[config.mk]
export PLATFORM = sky130hd
export DESIGN_NAME = otter_fetch_stage
export DESIGN_NICKNAME = d
export VERILOG_FILES = /design/src/rtl/otter_pkg.sv /design/src/rtl/otter_pc_mux.sv /design/src/rtl/otter_fetch_stage.sv
export SDC_FILE = /design/constraint.sdc
export NUM_CORES = 1
export LEC_CHECK = 0
export BUFFER_PORTS_ARGS = -buffer_cell sky130_fd_sc_hd__buf_2
export CORE_MARGIN = 3
export CORE_UTILIZATION = 45
export DETAILED_ROUTE_END_ITERATION = 7
export PLACE_DENSITY = 0.69
export SETUP_SLACK_MARGIN = 0.05
export SLEW_MARGIN = 5
export SYNTH_ARGS = -nofsm -noshare
export SYNTH_HDL_FRONTEND = slang
export SYNTH_HIERARCHICAL = 1
export SYNTH_SLANG_ARGS = --single-unit
[constraint.sdc]
create_clock -name clk -period 4.9 [get_ports clk]
set_clock_uncertainty 0.05 [all_clocks]
set_input_delay 0.735 -clock clk [delete_from_list [all_inputs] [get_ports clk]]
set_output_delay 0.735 -clock clk [all_outputs]
set_load 0.005 [all_outputs]
[src/rtl/otter_pkg.sv]
`default_nettype none
// ============================================================================
// Module   : otter_pkg
// Purpose  : Shared OTTER core definitions. These are the PC-source select
//            encodings produced by the control-unit decoder, the fetch FSM
//            state encoding, and the canonical NOP instruction.
// Revision : 1.0  initial release
// ============================================================================
package otter_pkg;

    // The decoder drives these codes onto PC_SOURCE. Codes 6..15 are unused
    // and are treated as "no redirect" by the fetch stage.
    typedef enum logic [3:0] {
        PC_PLUS4  = 4'd0,
        PC_JALR   = 4'd1,
        PC_BRANCH = 4'd2,
        PC_JAL    = 4'd3,
        PC_MTVEC  = 4'd4,
        PC_MEPC   = 4'd5
    } pcsrc_t;

    typedef enum logic [1:0] {
        IDLE  = 2'd0,
        REQ   = 2'd1,
        HOLD  = 2'd2,
        DRAIN = 2'd3
    } fetch_state_t;

    // addi x0,x0,0
    localparam logic [31:0] NOP_INSTR = 32'h0000_0013;

    // Instruction addresses are always word aligned.
    function automatic logic [31:0] word_align(input logic [31:0] addr);
        return {addr[31:2], 2'b00};
    endfunction

endpackage
`default_nettype wire

[src/rtl/otter_pc_mux.sv]
`default_nettype none
// ============================================================================
// Module   : otter_pc_mux
// Purpose  : Combinational next-PC selector. It picks the redirect target
//            selected by the decoder and flags whether the code requests a
//            redirect at all.
// Ports    : i_pc_source      decoder PC-source code
//            i_pc_plus4       sequential PC
//            i_jalr_tgt, i_branch_tgt, i_jal_tgt, i_mtvec, i_mepc  targets
//            o_next_pc        selected target, bits[1:0] forced to 00
//            o_redirect_sel   code is one of the redirecting sources (1..5)
// Revision : 1.0  initial release
// ============================================================================
module otter_pc_mux (
    input  logic [3:0]  i_pc_source,
    input  logic [31:0] i_pc_plus4,
    input  logic [31:0] i_jalr_tgt,
    input  logic [31:0] i_branch_tgt,
    input  logic [31:0] i_jal_tgt,
    input  logic [31:0] i_mtvec,
    input  logic [31:0] i_mepc,
    output logic [31:0] o_next_pc,
    output logic        o_redirect_sel
);
    import otter_pkg::*;

    logic [31:0] w_sel_pc;

    always_comb begin
        w_sel_pc       = i_pc_plus4;
        o_redirect_sel = 1'b1;
        case (i_pc_source)
            PC_JALR:   w_sel_pc = i_jalr_tgt;
            PC_BRANCH: w_sel_pc = i_branch_tgt;
            PC_JAL:    w_sel_pc = i_jal_tgt;
            PC_MTVEC:  w_sel_pc = i_mtvec;
            PC_MEPC:   w_sel_pc = i_mepc;
            // PC_PLUS4 and the unused codes 6..15 keep sequential flow
            default:   o_redirect_sel = 1'b0;
        endcase
    end

    assign o_next_pc = word_align(w_sel_pc);

endmodule
`default_nettype wire

[src/rtl/otter_fetch_stage.sv]
`default_nettype none
// ============================================================================
// Module   : otter_fetch_stage
// Purpose  : OTTER pipeline fetch stage. It owns the PC, runs a req/ack
//            instruction-memory handshake with one request outstanding, and
//            loads the IF/ID register. It supports stall, redirect/flush, and
//            a one-entry skid buffer that keeps a word fetched during a stall.
// Ports    : clk, rst (sync, active-high)
//            pc_source/ex_valid + jalr/branch/jal/mtvec/mepc targets
//            stall            hold IF/ID and PC this cycle
//            imem_req/addr    request out; imem_ack/rdata response in
//            if_id_valid/pc/pc4/ir   IF/ID pipeline register
// Revision : 1.0  initial release
// ============================================================================
module otter_fetch_stage #(
    parameter logic [31:0] RESET_VEC = 32'h0000_0000,
    parameter logic [31:0] NOP_INSTR = otter_pkg::NOP_INSTR
) (
    input  logic        clk,
    input  logic        rst,
    input  logic [3:0]  pc_source,
    input  logic        ex_valid,
    input  logic [31:0] jalr_tgt,
    input  logic [31:0] branch_tgt,
    input  logic [31:0] jal_tgt,
    input  logic [31:0] mtvec,
    input  logic [31:0] mepc,
    input  logic        stall,
    output logic        imem_req,
    output logic [31:0] imem_addr,
    input  logic        imem_ack,
    input  logic [31:0] imem_rdata,
    output logic        if_id_valid,
    output logic [31:0] if_id_pc,
    output logic [31:0] if_id_pc4,
    output logic [31:0] if_id_ir
);
    import otter_pkg::fetch_state_t;
    import otter_pkg::IDLE;
    import otter_pkg::REQ;
    import otter_pkg::HOLD;
    import otter_pkg::DRAIN;

    fetch_state_t r_state;
    logic [31:0]  r_pc;
    logic         r_imem_req;
    logic [31:0]  r_imem_addr;
    logic         r_skid_valid;
    logic [31:0]  r_skid_data;
    logic [31:0]  r_skid_pc;
    logic         r_if_id_valid;
    logic [31:0]  r_if_id_pc;
    logic [31:0]  r_if_id_pc4;
    logic [31:0]  r_if_id_ir;

    logic [31:0]  w_pc_plus4;
    logic [31:0]  w_target;
    logic         w_redirect_sel;
    logic         w_redirect;

    assign w_pc_plus4 = r_pc + 32'd4;

    otter_pc_mux u_pc_mux (
        .i_pc_source    (pc_source),
        .i_pc_plus4     (w_pc_plus4),
        .i_jalr_tgt     (jalr_tgt),
        .i_branch_tgt   (branch_tgt),
        .i_jal_tgt      (jal_tgt),
        .i_mtvec        (mtvec),
        .i_mepc         (mepc),
        .o_next_pc      (w_target),
        .o_redirect_sel (w_redirect_sel)
    );

    // A bubble in EX must never steer the PC.
    assign w_redirect = ex_valid & w_redirect_sel;

    always_ff @(posedge clk) begin
        if (rst) begin
            r_state       <= IDLE;
            r_pc          <= RESET_VEC;
            r_imem_req    <= 1'b0;
            r_imem_addr   <= RESET_VEC;
            r_skid_valid  <= 1'b0;
            r_skid_data   <= NOP_INSTR;
            r_skid_pc     <= 32'd0;
            r_if_id_valid <= 1'b0;
            r_if_id_pc    <= 32'd0;
            r_if_id_pc4   <= 32'd4;
            r_if_id_ir    <= NOP_INSTR;
        end else begin
            // Redirect overrides stall in every state. The state-specific
            // handshake bookkeeping is done in the case below.
            if (w_redirect) begin
                r_if_id_valid <= 1'b0;
                r_if_id_ir    <= NOP_INSTR;
                r_skid_valid  <= 1'b0;
                r_pc          <= w_target;
            end

            case (r_state)
                IDLE: begin
                    r_state     <= REQ;
                    r_imem_req  <= 1'b1;
                    r_imem_addr <= w_redirect ? w_target : r_pc;
                end

                REQ: begin
                    if (w_redirect) begin
                        // Without an ACK, the in-flight request must still
                        // finish on its old address, so drain it first.
                        if (imem_ack) begin
                            r_imem_addr <= w_target;
                        end else begin
                            r_state <= DRAIN;
                        end
                    end else if (imem_ack) begin
                        r_pc        <= w_pc_plus4;
                        r_imem_addr <= w_pc_plus4;
                        if (!stall) begin
                            r_if_id_valid <= 1'b1;
                            r_if_id_pc    <= r_pc;
                            r_if_id_pc4   <= w_pc_plus4;
                            r_if_id_ir    <= imem_rdata;
                        end else begin
                            r_skid_valid <= 1'b1;
                            r_skid_data  <= imem_rdata;
                            r_skid_pc    <= r_pc;
                            r_state      <= HOLD;
                            r_imem_req   <= 1'b0;
                        end
                    end
                end

                HOLD: begin
                    if (w_redirect) begin
                        r_state     <= REQ;
                        r_imem_req  <= 1'b1;
                        r_imem_addr <= w_target;
                    end else if (!stall) begin
                        if (r_skid_valid) begin
                            r_if_id_valid <= 1'b1;
                            r_if_id_pc    <= r_skid_pc;
                            r_if_id_pc4   <= r_skid_pc + 32'd4;
                            r_if_id_ir    <= r_skid_data;
                        end
                        r_skid_valid <= 1'b0;
                        r_state      <= REQ;
                        r_imem_req   <= 1'b1;
                        r_imem_addr  <= r_pc;
                    end
                end

                DRAIN: begin
                    // The squashed request's data is dropped; the PC already
                    // holds the latest target.
                    if (imem_ack) begin
                        r_state     <= REQ;
                        r_imem_addr <= w_redirect ? w_target : r_pc;
                    end
                end

                default: begin
                    r_state    <= IDLE;
                    r_imem_req <= 1'b0;
                end
            endcase
        end
    end

    assign imem_req    = r_imem_req;
    assign imem_addr   = r_imem_addr;
    assign if_id_valid = r_if_id_valid;
    assign if_id_pc    = r_if_id_pc;
    assign if_id_pc4   = r_if_id_pc4;
    assign if_id_ir    = r_if_id_ir;

endmodule
`default_nettype wire

### Yosys cells after proc, flatten, opt, wreduce, memory -nomap -nowiden

Index checks and enable logic that the tools add are counted.

| storage, ports and cells | value |
|---|---|
| register bits | 229 |
| output and inout port bits | 130 |
| word-level logic and storage cells | 107 |

| cells by class | value |
|---|---|
| $add $sub $neg | 2 |
| equality and inequality tests | 20 |
| muxes and demuxes | 63 |
| bitwise operators | 2 |
| reduce and logical (&&, ||, !) cells | 9 |

Operators with widths:

| kind | number |
|---|---|
| $mux 32 | 28 |
| $pmux 32 s2 | 3 |
| $pmux 32 s5 | 1 |
| $pmux 32 s4 | 1 |
| $add 32x3->32 const B | 2 |
| $mux 1 | 19 |
| $ne 2x2->1 const B | 8 |
| $mux 2 | 7 |
| $ne 3x3->1 const B | 4 |
| $reduce_and 5->1 | 2 |
| $eq 4x2->1 const B | 2 |
| $eq 4x3->1 const B | 2 |
| $pmux 2 s4 | 1 |
| $reduce_and 7->1 | 1 |
| $reduce_or 5->1 | 1 |
| $eq 2x2->1 const B | 2 |
| $eq 4x1->1 const B | 1 |
| $pmux 1 s2 | 2 |
| $reduce_and 4->1 | 1 |
| $pmux 1 s3 | 1 |
| $reduce_and 3->1 | 1 |
| $reduce_bool 3->1 | 1 |
| $eq 2x1->1 const B | 1 |
| $logic_not 2->1 | 1 |
| other kinds (3) | 3 |

### Longest topological paths before layout

Gate-level depths: netlist of run 1.

| logic depth | value |
|---|---|
| depth after elaboration | 9 |
| gate-level depth with buffers | 13 |
| mapped depth without buffers | 12 |

### Hierarchy

Netlist of run 1, hierarchy kept.

Modules (own cells, without submodules):

| module | instances | cells an instance | area each (um^2) | seq. area each (um^2) |
|---|---|---|---|---|
| otter_fetch_stage | 1 | 1451 | 11634.9 | 4544.4 |
| otter_pc_mux | 1 | 301 | 1913.1 | 0.0 |

### Worst setup path before layout of run 1

No wires, ideal clock.

| timing path | value |
|---|---|
| kind | input to register |
| start point | in pc_source[1] |
| end point | reg r_imem_addr[12] (netlist: imem_addr[12]) |
| arrival | 2.749 ns |
| data required time | 4.714 ns |
| path slack | 1.964 ns |
| cell stages on the path | 10 |
| path buffers | 4 |
| cells stage by stage | buf_4 > a21oi_1 > o31a_1 > buf_2 > nand2_1 > a32oi_1 > a21boi_0 > clkbuf_1 > clkbuf_1 > a31oi_1 |

| on the way | value |
|---|---|
| longest elaborated chain between the ends | 7 |

RTL lines:

| what | RTL line | text |
|---|---|---|
| start: declaration | otter_fetch_stage.sv:21 | `input logic [3:0] pc_source,` |
| $eq 4x1->1, or another cell as far along | otter_pc_mux.sv:32 | `case (i_pc_source)` |
| $reduce_or 5->1 (no source line) (*) | -- |  |
| $mux 1 (*) | otter_pc_mux.sv:32 |  |
| net w_redirect_sel | otter_fetch_stage.sv:58 | `logic w_redirect_sel;` |
| $and 1x1->1 (*) | otter_fetch_stage.sv:76 | `assign w_redirect = ex_valid & w_redirect_sel;` |
| $mux 32 | otter_fetch_stage.sv:105, otter_fetch_stage.sv:159 |  |
| $mux 32 | otter_fetch_stage.sv:157 | `if (imem_ack) begin` |
| $pmux 32 s4 | otter_fetch_stage.sv:101 | `case (r_state)` |
| end signal: assignment | otter_fetch_stage.sv:105 | `r_imem_addr <= w_redirect ? w_target : r_pc;` |
| end signal: assignment | otter_fetch_stage.sv:113 | `r_imem_addr <= w_target;` |
| end signal: assignment | otter_fetch_stage.sv:159 | `r_imem_addr <= w_redirect ? w_target : r_pc;` |
| end: declaration | otter_fetch_stage.sv:47 | `logic [31:0] r_imem_addr;` |

Mark *: on every way through the listed nets, which the timed path passes. The rest lies on a longest branch. The select of a mux whose other input is x is not followed.
A chain may end at the register's enable or synchronous reset.

### Worst setup path after layout of run 1

| timing path | value |
|---|---|
| start point | reg r_pc[3] |
| end point | reg r_imem_addr[18] (netlist: imem_addr[18]) |

| on the way | value |
|---|---|
| longest elaborated chain between the ends | 5 |

RTL lines:

| what | RTL line | text |
|---|---|---|
| start: declaration | otter_fetch_stage.sv:45 | `logic [31:0] r_pc;` |
| start signal: assignment | otter_fetch_stage.sv:98 | `r_pc <= w_target;` |
| start signal: assignment | otter_fetch_stage.sv:118 | `r_pc <= w_pc_plus4;` |
| $add 32x3->32 (*) | otter_fetch_stage.sv:61 | `assign w_pc_plus4 = r_pc + 32'd4;` |
| net w_pc_plus4[18] | otter_fetch_stage.sv:56 | `logic [31:0] w_pc_plus4;` |
| $pmux 32 s5 (*) | otter_pc_mux.sv:32 |  |
| net w_target[18] | otter_fetch_stage.sv:57 | `logic [31:0] w_target;` |
| $mux 32, on equally long branches | otter_fetch_stage.sv:105, otter_fetch_stage.sv:159, otter_fetch_stage.sv:112 |  |
| $mux 32, on equally long branches | otter_fetch_stage.sv:157, otter_fetch_stage.sv:109 |  |
| $pmux 32 s4 (*) | otter_fetch_stage.sv:101 |  |

Marks and branches as above.

==> key figures, run 1 <==
Yosys
  • Top cell type by total area after synthesis: sky130_fd_sc_hd__dfxtp_1
  • Top area cells in the synthesized netlist: sky130_fd_sc_hd__dfxtp_1 34%, sky130_fd_sc_hd__mux2i_1 7.6%, sky130_fd_sc_hd__a21oi_1 7.2%, sky130_fd_sc_hd__nand2_1 6.1%, sky130_fd_sc_hd__clkbuf_1 3.5%
  • Avg Cell Area, Syn: 7.73 sq um
  • Most used flip-flop cell after synthesis: sky130_fd_sc_hd__dfxtp_1
  • Warnings, synthesis: 6
  • Post-synth top area share: 33.5%
  • Sequential-to-total area share from yosys stat: 33.5%
  • Number of library cell types mapped by synthesis: 61
  • Number of storage elements in the synthesis netlist: 227
  • Post-Synthesis Cells: 1752
  • Proportion of register bits with asynchronous set or reset after synthesis: 0%
  • Number of enable flip-flop cells after synthesis: 0
  • Total standard cell area after synthesis: 13500 sq um

Worst setup path
  • Critical path data required time: 5280 ps
  • Worst-path maximum fanout: 9
  • Critical path endpoint category: register
  • Type of origin of the critical path: register
  • Setup Crit Path Kind: register to register
  • Critical Path AT: 3760 ps

Clocking
  • TritonCTS buffer count: 25
  • Buffer cell driving the clock tree root: sky130_fd_sc_hd__clkbuf_16
  • Clock buffer depth: 3
  • Count of hold-fix buffers inserted at cts: 0
  • CTS H-tree depth: 1
  • Clock sink total: 227
  • TritonCTS clock tree: yes
  • Post-CTS resize count: 0
  • Worst-skew pair later-pin latency: 520 ps
  • Clock slew at the register clock pins of the worst setup and hold paths: 60 ps
  • Post-CTS setup repair buffer count: 0

Floorplan
  • Die X-Extent: 180 um
  • Die outline height: 180 um
  • Initial core utilization: 46.4%
  • IO Pins: 331
  • Total Die Area: 32200 sq um
  • Row count: 62
  • Area of the placeable core: 29200 sq um

Routing
  • DRC violations left: 0
  • Routed len/inst: 19.4 um
  • Drt initial violations: 1040
  • DRT Wirelength: 45400 um
  • Post-detailed-route count of antenna-violating nets: 0
  • Via count of the routed design: 13600
  • Vias per std cell: 5.80
  • Number of iterations in the first detailed-routing pass: 5

Timing
  • Headroom to the max-slew limit: 23.7%
  • Minimum clock period: 3370 ps
  • Setup TNS: 0 ps
  • Maximum clock rate: 297 MHz
  • Final period utilization: 68.8%
  • Pin slew with the least headroom to its limit: 1130 ps
  • Fin. max-slew vios: 0
  • Setup-failing EPs final: 0
  • Hold violation count in the final report: 0
  • Setup repair after global routing missed its margin: false

Placement
  • Final HPWL DP: 31900 um
  • RePlAce Congestion: 0.911
  • Port Buf Inserts: 320

Min path
  • Type of the tightest min-delay check: input pin to register

Cells and area
  • Fraction of final layout cells with drive strength greater than 1: 23.3%
  • Util after Layout: 55.2%
  • Post-synthesis to final-layout area growth: 18.8%
  • Net count of the finished layout: 2146

GRT
  • Global-route total usage across every layer: 26.1%
  • Number of global-route vias before repair: 12600
  • Total gr overflow: 0
  • Global-route wire length before repair: 70200 um
  • Initial antenna violation count: 3
  • Pin count of the biggest net entering global routing: 94

Pwr
  • Int Power: 0.00387 W
  • IR drop worst, VDD: 0.291 mV
  • Clock share of power: 41.2%
  • Fraction of power spent switching nets: 29.0%
  • Overall power after layout: 0.00546 W
  • Sequential share of power: 38.5%
  • Switch Pwr: 0.00158 W
  • Combinational share of power: 20.3%
  • Power per unit of standard cell area: 339 nW/um^2
  • Static leakage: 6.61 nW

Outcome
  • Status: finished, final reports clean

Run
  • Number of max-cap violations: 0
## final cells by class
type	instances	area, sq um
Fill cell	2836	13100
Tap cell	384	480
Clock inverter	16	313
Antenna cell	1	2.50
Timing Repair Buffer	348	1840
Clock buffer	29	671
Inverter	57	214
Multi-Input combinational cell	1280	8030
Sequential cell	227	4540
## cells in the mapped netlist, drive strengths merged, types with 10 or more instances
master and count:
and3 25, nand2 219, nor4 10, xor2 38, nand4 37, dfxtp 227
a21oi 194, inv 56, nor2 124, xnor2 49, mux2i 103, mux2 29
buf 64, nor2b 17, o21ai 50, clkbuf 125, o22ai 63, a221oi 32
a211o 17, a211oi 51, nand3 70, a31oi 30, o211ai 17, nand2b 32
and4 10, nor3 10
## registers in the layout, indices dropped and copies added (netlist names)
signal / cells
if_id_ir: 32
if_id_pc: 32
imem_addr: 32
r_pc: 32
r_skid_data: 32
r_skid_pc: 32
if_id_pc4: 30
r_state: 2
if_id_valid: 1
imem_req: 1
r_skid_valid: 1
## power by group through the flow
stage          logic [W]  registers [W]  clock network (W)
2_1_floorplan   0.000724        0.00210                  0
3_3_place_gp     0.00109        0.00213                  0
3_5_place_dp     0.00110        0.00214                  0
4_1_cts          0.00111        0.00210            0.00227
5_1_grt          0.00122        0.00212            0.00235
6_report         0.00111        0.00210            0.00225
## worst paths after layout
path,from,endpoint,slack [ps],cells after the start
setup / recovery,r_pc[3]$_SDFF_PP0_,imem_addr[18]$_SDFFE_PP0P_,1530,10
hold / removal,imem_rdata[1],r_skid_data[1]$_SDFFE_PP1P_,400,3
setup reg to reg,r_pc[3]$_SDFF_PP0_,imem_addr[18]$_SDFFE_PP0P_,1530,10
hold reg to reg,r_skid_data[25]$_SDFFE_PP0P_,r_skid_data[25]$_SDFFE_PP0P_,400,2
## per-stage QoR
stage,setup WS (ps),cell area [sq um],hold slack [ps],cells
2_1_floorplan,1960,13600,386,1753
3_3_place_gp,1330,15100,379,2296
3_5_place_dp,1280,15100,390,2296
4_1_cts,1590,16100,380,2341
5_1_grt,1360,16100,388,2341
6_report,1530,16100,402,2342
## cell usage in the layout, fill, tap and decap left out, types with 22 or more instances in the layout
cell	netlist	final
sky130_fd_sc_hd__a221oi_1	22	22
sky130_fd_sc_hd__nand2_1	219	218
sky130_fd_sc_hd__xnor2_1	49	49
sky130_fd_sc_hd__buf_4	7	26
sky130_fd_sc_hd__nand2b_1	32	30
sky130_fd_sc_hd__mux2i_1	103	103
sky130_fd_sc_hd__o21ai_0	49	49
sky130_fd_sc_hd__and3_1	25	25
sky130_fd_sc_hd__a211oi_1	51	51
sky130_fd_sc_hd__xor2_1	38	38
sky130_fd_sc_hd__buf_2	39	319
sky130_fd_sc_hd__a21oi_1	194	194
sky130_fd_sc_hd__nand3_1	69	68
sky130_fd_sc_hd__nor2_1	124	123
sky130_fd_sc_hd__o22ai_1	63	63
sky130_fd_sc_hd__clkbuf_16	0	25
sky130_fd_sc_hd__inv_1	56	56
sky130_fd_sc_hd__dfxtp_1	227	227
sky130_fd_sc_hd__mux2_2	29	29
sky130_fd_sc_hd__a31oi_1	30	30
sky130_fd_sc_hd__nand4_1	36	36
## per-layer routing
layer / vias to the layer above / global-route usage [%] / wire length [um]
met3: 89 / 5.58 / 3380
li1: 6588 / - / -
met2: 522 / 44.9 / 22300
met4: 4 / 6.50 / 1330
met1: 6384 / 33.4 / 18500
met5: - / 0 / 19
## cells by family after synthesis
group	synth area share, %
and+or+nand+nor	20.2
AOI/OAI and AO/OA	22.5
buffers and inverters	7.59
DFF	33.5
muxes	10.0
xor gates and xnor gates	5.62
adders and majority gates	0.554
other	0.0277
## worst max-delay path: stages, from the launching register on
cell and delay (ps):
sky130_fd_sc_hd__dfxtp_1 560, sky130_fd_sc_hd__ha_1 370, sky130_fd_sc_hd__nand2_1 250, sky130_fd_sc_hd__nor4_4 510
sky130_fd_sc_hd__nand3_1 150, sky130_fd_sc_hd__xnor2_1 480, sky130_fd_sc_hd__nor2_1 100, sky130_fd_sc_hd__a31oi_1 280
sky130_fd_sc_hd__a21oi_1 130, sky130_fd_sc_hd__a21boi_0 150, sky130_fd_sc_hd__a211oi_1 260
(Power assumes the default switching activity.)
==> inputs of run 2 (changes only) <==
==> constraint.sdc (replaced) <==
create_clock -name clk -period 3.2 [get_ports clk]
set_clock_uncertainty 0.05 [all_clocks]
set_input_delay 0.48 -clock clk [delete_from_list [all_inputs] [get_ports clk]]
set_output_delay 0.48 -clock clk [all_outputs]
set_load 0.005 [all_outputs]
==> run 2 against run 1 <==
Combinational power rose by 63%. Cell count grew 2.4%. Global-route usage is 0.50 points higher. Routed wire length rose by 1.5%. Critical path type unchanged. Clock power grew 36%. Sequential cell count did not move. Critical path depth increased by 1. Worst hold slack worse by 270 ps.
==> key figures, run 2 (same netlist as run 1, synthesis figures left out) <==
Worst setup path
  • First element of the critical path: r_pc[7]$_SDFF_PP0_
  • Critical-path cell list: nand2_1 > nor4_2 > nand3_1 > or3_1 > nand2_1 > nor2_1 > a31oi_1 > nand2_1 > a21o_1 > o21ai_0 > a31o_2
  • Worst-path maximum fanout: 8
  • Type of origin of the critical path: register
  • Cell with the most instances on the worst path: sky130_fd_sc_hd__nand2_1
  • Origin of the critical flop-to-flop path: r_pc[7]$_SDFF_PP0_
  • Critical path data required time: 3640 ps
  • Critical path endpoint category: register
  • Crit-path max cell delay: 520 ps
  • Setup Crit Path Kind: register to register
  • Critical Path AT: 3180 ps
  • Critical-path cell with the highest stage delay: sky130_fd_sc_hd__dfxtp_1

Routing
  • Via count of the routed design: 13900
  • Routed len/inst: 19.2 um
  • Number of iterations in the first detailed-routing pass: 5
  • DRT Wirelength: 46100 um
  • Post-detailed-route count of antenna-violating nets: 0
  • DRC violations left: 0
  • Drt initial violations: 1213
  • Vias per std cell: 5.80

GRT
  • Initial antenna violation count: 2
  • Global-route wire length before repair: 71300 um
  • Total gr overflow: 0
  • Pin count of the biggest net entering global routing: 90
  • Number of global-route vias before repair: 13000
  • Global-route total usage across every layer: 26.6%

Clocking
  • Worst-skew pair later-pin latency: 540 ps
  • TritonCTS clock tree: yes
  • Count of hold-fix buffers inserted at cts: 0
  • TritonCTS buffer count: 26
  • Clock sink total: 227
  • Clock slew at the register clock pins of the worst setup and hold paths: 70 ps
  • Post-CTS resize count: 0
  • Clock buffer depth: 3
  • CTS H-tree depth: 1
  • Post-CTS setup repair buffer count: 0
  • Buffer cell driving the clock tree root: sky130_fd_sc_hd__clkbuf_16

Cells and area
  • Post-synthesis to final-layout area growth: 21.5%
  • Final Instance Area: 16500 sq um
  • Fill cell instance count of the final layout: 2771
  • Fraction of final layout cells with drive strength greater than 1: 25.1%
  • Most common library cell in the layout ignoring fill and taps: sky130_fd_sc_hd__buf_2
  • Top library cells by usage in the layout, fill and taps aside: 319 x sky130_fd_sc_hd__buf_2, 227 x sky130_fd_sc_hd__dfxtp_1, 218 x sky130_fd_sc_hd__nand2_1
  • Util after Layout: 56.4%
  • Net count of the finished layout: 2199

Placement
  • Final HPWL DP: 32900 um
  • Post-place instance area: 15600 sq um
  • RePlAce Congestion: 0.916
  • Port Buf Inserts: 320

Timing
  • Final period utilization: 85.8%
  • Hold violation count in the final report: 0
  • Minimum clock period: 2750 ps
  • Maximum clock rate: 364 MHz
  • Headroom to the max-slew limit: 33.4%
  • Setup-failing EPs final: 0
  • Pin slew with the least headroom to its limit: 999 ps
  • Fin. max-slew vios: 0
  • Setup TNS: 0 ps
  • Setup repair after global routing missed its margin: false

Floorplan
  • Initial core utilization: 46.4%
  • Area of the placeable core: 29200 sq um
  • Row count: 62
  • Total Die Area: 32200 sq um
  • IO Pins: 331
  • Die outline height: 180 um
  • Die X-Extent: 180 um

Run
  • Number of max-cap violations: 0

Pwr
  • Clock share of power: 38.1%
  • Int Power: 0.00563 W
  • Switch Pwr: 0.00243 W
  • Power per unit of standard cell area: 489 nW/um^2
  • Combinational share of power: 22.5%
  • Fraction of power spent switching nets: 30.1%
  • Sequential share of power: 39.4%
  • Static leakage: 6.86 nW
  • IR drop worst, VDD: 0.399 mV

Min path
  • Launch point of the worst hold path: imem_rdata[1]
  • Type of the tightest min-delay check: input pin to register

Outcome
  • Status: finished, final reports clean
[run 2: metal layers]
| metal | vias to the layer above | wire (um) | track usage (%) |
|---|---|---|---|
| met4 | 4 | 1770 | 8.76 |
| met2 | 495 | 22300 | 45.2 |
| li1 | 6709 | - | - |
| met3 | 110 | 3350 | 6.33 |
| met5 | - | 16 | 0 |
| met1 | 6597 | 18700 | 33.2 |
[run 2: worst paths after layout]
check / to / slack, ps / cells past startpoint
max: imem_addr[28]$_SDFFE_PP0P_ / 450 / 11
min: r_skid_data[1]$_SDFFE_PP1P_ / 140 / 3
max reg2reg: imem_addr[28]$_SDFFE_PP0P_ / 450 / 11
min reg2reg: if_id_pc4[2]$_SDFFE_PP1P_ / 400 / 2
[run 2: final cells by class]
class	count	area, sq um	share of cell area (%)
Clock inverter	7	88.8	0.540
Timing Repair Buffer	400	2300	14.0
Multi-Input combinational cell	1280	8030	48.8
Tap cell	384	480	2.92
Inverter	57	214	1.30
Clock buffer	41	798	4.85
Sequential cell	227	4540	27.6
Antenna cell	2	5.00	0.0304
[run 2: power by group through the flow]
stage                     Clock, W  Sequential, W  Combinational [W]
after floorplan                  0        0.00321            0.00111
after global placement           0        0.00323            0.00178
after detailed placement         0        0.00323            0.00180
after CTS                  0.00311        0.00317            0.00180
after global routing       0.00320        0.00320            0.00198
final                      0.00307        0.00317            0.00181
[run 2: per-stage QoR]
step	worst slack (ps)	hold slack, ps	power (W)	instances
global route	241	151	0.00838	2396
CTS	507	119	0.00809	2396
finish	455	135	0.00806	2398
floorplan	519	386	0.00432	1753
global placement	321	379	0.00501	2348
detailed placement	294	383	0.00503	2348
[run 2: critical path: cells and delay by family, from the launching register on]
family / cells / cell delay (ps)
AND/OR/NAND/NOR: 7 / 1470
AO/OA/AOI/OAI: 4 / 650
flip-flops: 1 / 520
